**src/rtl/wb_pkg.sv**
```systemverilog
// Shared encodings for the writeback stage: result-source select, load funct3
// codes and the registered control bundle carried from MEM into WB.
package wb_pkg;

  typedef enum logic [1:0] {
    RS_ALU  = 2'b00,
    RS_LOAD = 2'b01,
    RS_PC4  = 2'b10,
    RS_RSVD = 2'b11
  } result_src_t;

  localparam logic [2:0] F3_LB  = 3'b000;
  localparam logic [2:0] F3_LH  = 3'b001;
  localparam logic [2:0] F3_LW  = 3'b010;
  localparam logic [2:0] F3_LBU = 3'b100;
  localparam logic [2:0] F3_LHU = 3'b101;

  typedef struct packed {
    logic        valid;
    logic        reg_write;
    result_src_t result_src;
    logic [2:0]  funct3;
  } wb_ctrl_t;

endpackage

```
**src/rtl/wb_stage_load_extend.sv**
```systemverilog
// Load-data extraction and sign/zero extension; purely combinational, zero latency.
// No flow control: output follows inputs.
module load_extend
  import wb_pkg::*;
#(
  parameter int XLEN = 32
) (
  input  logic [2:0]      funct3,
  input  logic [1:0]      offset,
  input  logic [XLEN-1:0] word,
  output logic [XLEN-1:0] ext
);

  logic [7:0]  byte_sel;
  logic [15:0] half_sel;

  always_comb begin
    byte_sel = word[{offset, 3'b000} +: 8];
    // Halfword alignment only looks at the upper offset bit.
    half_sel = word[{offset[1], 4'b0000} +: 16];
    case (funct3)
      F3_LB:   ext = {{(XLEN-8){byte_sel[7]}}, byte_sel};
      F3_LH:   ext = {{(XLEN-16){half_sel[15]}}, half_sel};
      F3_LBU:  ext = {{(XLEN-8){1'b0}}, byte_sel};
      F3_LHU:  ext = {{(XLEN-16){1'b0}}, half_sel};
      default: ext = word;
    endcase
  end

endmodule

```
**src/rtl/wb_stage.sv**
```systemverilog
// MEM/WB register, result select, register-file write port and retired count.
// Writes commit one edge after capture; stall holds all state and blocks the write.
module wb_stage
  import wb_pkg::*;
#(
  parameter int XLEN = 32,
  parameter int RA_W = 5
) (
  input  logic            clk,
  input  logic            rst,
  input  logic            mem_valid,
  input  logic            mem_reg_write,
  input  logic [RA_W-1:0] mem_rd,
  input  logic [1:0]      mem_result_src,
  input  logic [2:0]      mem_funct3,
  input  logic [XLEN-1:0] mem_alu_result,
  input  logic [XLEN-1:0] mem_read_data,
  input  logic [XLEN-1:0] mem_pc_plus4,
  input  logic            stall,
  input  logic            flush,
  output logic [RA_W-1:0] rf_a3,
  output logic [XLEN-1:0] rf_wd3,
  output logic [31:0]     rf_we3,
  output logic            wb_valid,
  output logic            wb_fwd_en,
  output logic [RA_W-1:0] wb_rd,
  output logic [XLEN-1:0] wb_result,
  output logic [63:0]     instret
);

  wb_ctrl_t        ctrl;
  logic [RA_W-1:0] rd_q;
  logic [XLEN-1:0] alu_q;
  logic [XLEN-1:0] rdata_q;
  logic [XLEN-1:0] pc4_q;
  logic [XLEN-1:0] load_val;
  logic [XLEN-1:0] result;
  logic            writes_reg;
  logic            we;

  // Data fields are captured even on flush; the cleared valid bit suppresses them.
  always_ff @(posedge clk or negedge rst) begin
    if (!rst) begin
      ctrl    <= '0;
      rd_q    <= '0;
      alu_q   <= '0;
      rdata_q <= '0;
      pc4_q   <= '0;
    end else if (!stall) begin
      ctrl.valid      <= mem_valid & ~flush;
      ctrl.reg_write  <= mem_reg_write;
      ctrl.result_src <= result_src_t'(mem_result_src);
      ctrl.funct3     <= mem_funct3;
      rd_q            <= mem_rd;
      alu_q           <= mem_alu_result;
      rdata_q         <= mem_read_data;
      pc4_q           <= mem_pc_plus4;
    end
  end

  always_ff @(posedge clk or negedge rst) begin
    if (!rst) begin
      instret <= '0;
    end else if (ctrl.valid && !stall) begin
      instret <= instret + 64'd1;
    end
  end

  load_extend #(
    .XLEN(XLEN)
  ) u_load_extend (
    .funct3 (ctrl.funct3),
    .offset (alu_q[1:0]),
    .word   (rdata_q),
    .ext    (load_val)
  );

  always_comb begin
    case (ctrl.result_src)
      RS_LOAD: result = load_val;
      RS_PC4:  result = pc4_q;
      default: result = alu_q;
    endcase
  end

  assign writes_reg = ctrl.valid & ctrl.reg_write & (rd_q != '0);
  assign we         = writes_reg & ~stall;

  assign rf_a3     = rd_q;
  assign rf_wd3    = result;
  assign rf_we3    = {31'b0, we};
  assign wb_valid  = ctrl.valid;
  assign wb_fwd_en = writes_reg;
  assign wb_rd     = rd_q;
  assign wb_result = result;

endmodule
```
**config.mk**
```make
export PLATFORM = sky130hd
export DESIGN_NAME = wb_stage
export DESIGN_NICKNAME = d
export VERILOG_FILES = /design/src/rtl/wb_pkg.sv /design/src/rtl/wb_stage_load_extend.sv /design/src/rtl/wb_stage.sv
export SDC_FILE = /design/constraint.sdc
export NUM_CORES = 1
export LEC_CHECK = 0
export ABC_AREA = 1
export ABC_CLOCK_PERIOD_IN_PS = 1700
export CAP_MARGIN = 20
export CORE_ASPECT_RATIO = 1.2
export CORE_MARGIN = 2
export CORE_UTILIZATION = 44
export DETAILED_ROUTE_END_ITERATION = 6
export HOLD_SLACK_MARGIN = 0.05
export PLACE_DENSITY_LB_ADDON = 0.12
export SLEW_MARGIN = 20
export SYNTH_ARGS = -nofsm -noshare
export SYNTH_HDL_FRONTEND = slang
export SYNTH_SLANG_ARGS = --single-unit
```
**constraint.sdc**
```tcl
create_clock -name clk -period 1.7 [get_ports clk]
set_clock_uncertainty 0.05 [all_clocks]
set_input_delay 0.17 -clock clk [delete_from_list [all_inputs] [get_ports clk]]
set_output_delay 0.17 -clock clk [all_outputs]
set_load 0.01 [all_outputs]
```
==> run metrics <==
hold path depth 4; Buffers & Inverters on Critical Path 3; TritonCTS Buffers 17; Slew @ Worst Pin 538.3 ps; WL/cell 16.79 um; # rows 59; Die ar. 23000 um2; max cap viols 0; Post-Synth Adder-Cell Area 0.3913%; drt pass-1 iters 5; initial DRC count 534; CP cell instances nand2_2, o21ai_2, o21ai_2, nand2_4, buf_12, nand2_8, buf_4, nand2_1, a21oi_2, buf_2; hold wc startpoint stall; crit-path max FO 8; first-pass GRT wire length 49840 um; Final min period 2351 ps; WP data required 1480 ps; largest family of logic cells by synthesized area simple AND/OR/NAND/NOR gates; Vias/cell 4.938; total track usage 27.38%; I/O Pins 284; CTS Buffer Depth 2; Synth Register Bits 172; Synth warnings 0; Worst path most repeated cell o21ai_2; cell area after synthesis 9592 um2; Initial Util 44.50%; Final Cell Area 14830 um2; xor/xnor share of the synthesized area 4.018%; Final Hold Vio Count 0; vias in the first global route 9465; # nets final 1758; setup slack, reg-to-reg -60 ps; worst min path class in2reg; FF/Latch Area 4349 um2; Hold EP instret[0]; Crit path arrival time 2130 ps; largest net degree at the start of global routing 131; Skew-Pair Late Insertion Delay 440 ps; worst setup path startpoint alu_q[1]; Worst path top cell family by delay flip-flops; max incr delay on CP 470 ps; clk sinks 172; fraction of layout instances using a drive strength above 1 31.16%; status finished with violations; FILL cells 1840; worst slack at placement -569.7 ps; Final ANT Viol Nets 0; DRC 0; Worst Setup End Kind primary output; worst r2r path cells 9; H-tree Lvls 4; number of distinct library cells after synthesis 41; Worst R2R Start instret[1]; critical path's slowest cell dfrtp_2; Final setup viols 79; vias post-DR 9546; core box area 21560 um2; critical path type reg2out; initial antenna violation count 5; GPL Wtd Cong 0.9034; violated checks negative setup slack; post-synthesis mux area share 0%; pwr/cell area 823.3 nW/um2; Max Clk Rate 425.4 MHz; Max VDD drop 734.0 uV; Mapped Cells 1268; die height 165.7 um; Slew Limit Fails 0; die width 138.8 um; CP Launch Type flop; CTS tree yes; Clock Root Buffer clkbuf_16; P&R area growth vs syn 54.66%; Leak 7.333 nW; port bufs 252; Mean Syn Cell Area 7.564 um2; RSZ-0062 raised after global routing yes; worst r2r dst instret[46]; final period utilization 138.3%; grt ovf 0; Detailed Route WL 32460 um; clock-pin slew on the worst setup and hold paths 70 ps; min setup slack post-route -650.9 ps; complex-gate fraction of the synthesized area 6.940%; post-synthesis simple-gate area fraction 33.15%; Slew headroom 63.84%; area of the multi-input gates 5223 um2; DP HPWL 23150 um; DP Area 13140 um2; post-synthesis sequential area ratio 44.87%
[flip-flops by register name (all words and copies together), names as in the netlist]
signal / count
alu_q: 32
pc4_q: 32
rf_a3: 5
instret: 64
wb_valid: 1
ctrl: 6
rdata_q: 32
[area by class of cell]
class | count | area share (%)
repair buffers | 438 | 27.00
clock buffers | 19 | 3.053
well taps | 274 | 2.311
flip-flops and latches | 172 | 29.32
clock inverters | 13 | 0.8856
multi-input cells | 933 | 35.21
diodes | 3 | 0.05061
inverters | 81 | 2.176
[logic make-up (layout without fill, tap and decap cells)]
logic type | after synthesis | after routing
fa+ha+maj | 3 | 3
flops | 172 | 172
compound gates | 126 | 126
buf+inv | 194 | 551
xor+xnor | 44 | 44
simple gates | 728 | 729
other cells | 1 | 34
[Yosys cell counts, drive strengths merged]
cell type  count  area, um2
nand4         24      150.1
inv           79      301.5
nand2        483       1872
buf           76      563.0
o2111ai        7      61.31
nor3b          1      12.51
a21oi         76      380.4
nand3b         6      57.56
nor2         158      742.0
dfrtp        172       4304
o21a           2      15.01
nor3          11      55.05
conb           1      3.750
xnor2         21      183.9
and2           4      25.02
o21ai         41      209.0
clkbuf        37      138.9
clkinv         2      12.51
and3           1      6.260
nand3         37      225.2
ha             3      37.54
nor4           3      33.78
xor2          23      201.4
[metal layers]
layer  vias to the layer above  share of wire [%]  track usage, %
met1                      4557                 39           32.49
met5                         -                  0               0
met4                         0                3.6           10.67
met2                       281                 52           48.43
met3                        52                5.4           5.911
li1                       4656                  -               -
[cells in the final DEF, fill, tap and decap left out, types with 4 or more instances in the layout]
| cell type | count |
|---|---|
| a21oi_1 | 28 |
| a21oi_2 | 34 |
| a21oi_4 | 14 |
| and2_1 | 4 |
| buf_12 | 17 |
| buf_2 | 46 |
| buf_4 | 148 |
| buf_6 | 36 |
| clkbuf_16 | 17 |
| clkdlybuf4s50_1 | 162 |
| clkinv_4 | 4 |
| conb_1 | 31 |
| dfrtp_1 | 136 |
| dfrtp_2 | 36 |
| dlygate4sd2_1 | 13 |
| dlymetal6s2s_1 | 10 |
| inv_1 | 71 |
| inv_2 | 5 |
| inv_6 | 7 |
| nand2_1 | 430 |
| nand2_2 | 33 |
| nand2_4 | 18 |
| nand3_1 | 17 |
| nand3_2 | 13 |
| nand3_4 | 7 |
| nand3b_1 | 5 |
| nand4_1 | 24 |
| nor2_1 | 118 |
| nor2_2 | 13 |
| nor2_4 | 24 |
| nor3_1 | 7 |
| nor3_2 | 4 |
| o2111ai_2 | 4 |
| o21ai_0 | 28 |
| o21ai_1 | 5 |
| o21ai_2 | 7 |
| xnor2_1 | 20 |
| xor2_1 | 23 |
[metrics by stage]
| stage | total power, mW | std cells | util [%] | setup TNS (ps) | hold slack, ps |
|---|---|---|---|---|---|
| 6_report | 12.21 | 1933 | 68.82 | -34760 | 115.9 |
| 2_1_floorplan | 6.411 | 1298 | - | -800.8 | -175.6 |
| 4_1_cts | 11.92 | 1893 | 65.39 | -33120 | 99.19 |
| 5_1_grt | 12.77 | 1931 | 68.80 | -42740 | 105.8 |
| 3_5_place_dp | 8.001 | 1829 | 60.94 | -32770 | 71.14 |
| 3_3_place_gp | 7.966 | 1829 | 60.94 | -30200 | 75.48 |
[what timing repair did]
item	4_1_cts	5_1_grt
resized for setup	365	138
cloned	1	0
endpoints found under the setup margin	111	133
hold buffers	1	0
pin swaps	42	63
endpoints found under the hold margin	172	0
setup buffers	30	39
[worst max-delay path by stage]
| stage | endpoint | depth (start not counted) |
|---|---|---|
| after floorplan | wb_result[24] | 10 |
| after global routing | wb_result[19] | 10 |
| after global placement | wb_result[25] | 8 |
| final | wb_result[19] | 10 |
| after detailed placement | rf_wd3[30] | 8 |
| after CTS | rf_wd3[2] | 8 |
[report_power, final]
group / switching, mW / internal (mW) / total (mW) / leakage, nW
combinational: 1.89 / 1.81 / 3.70 / 4.92
clock: 1.78 / 2.14 / 3.92 / 0.283
sequential: 0.225 / 4.37 / 4.60 / 2.13
[worst reg2reg max path, stage by stage (launching register included)]
cell     delay [ps]
dfrtp_1         400
ha_2            220
inv_2            50
nor2_4          130
nand3_4         130
nor2_4          180
nand2_4          90
nor2_4          170
nand2_2          80
xor2_1          150
Note: power is estimated with default switching activity, not from simulation.
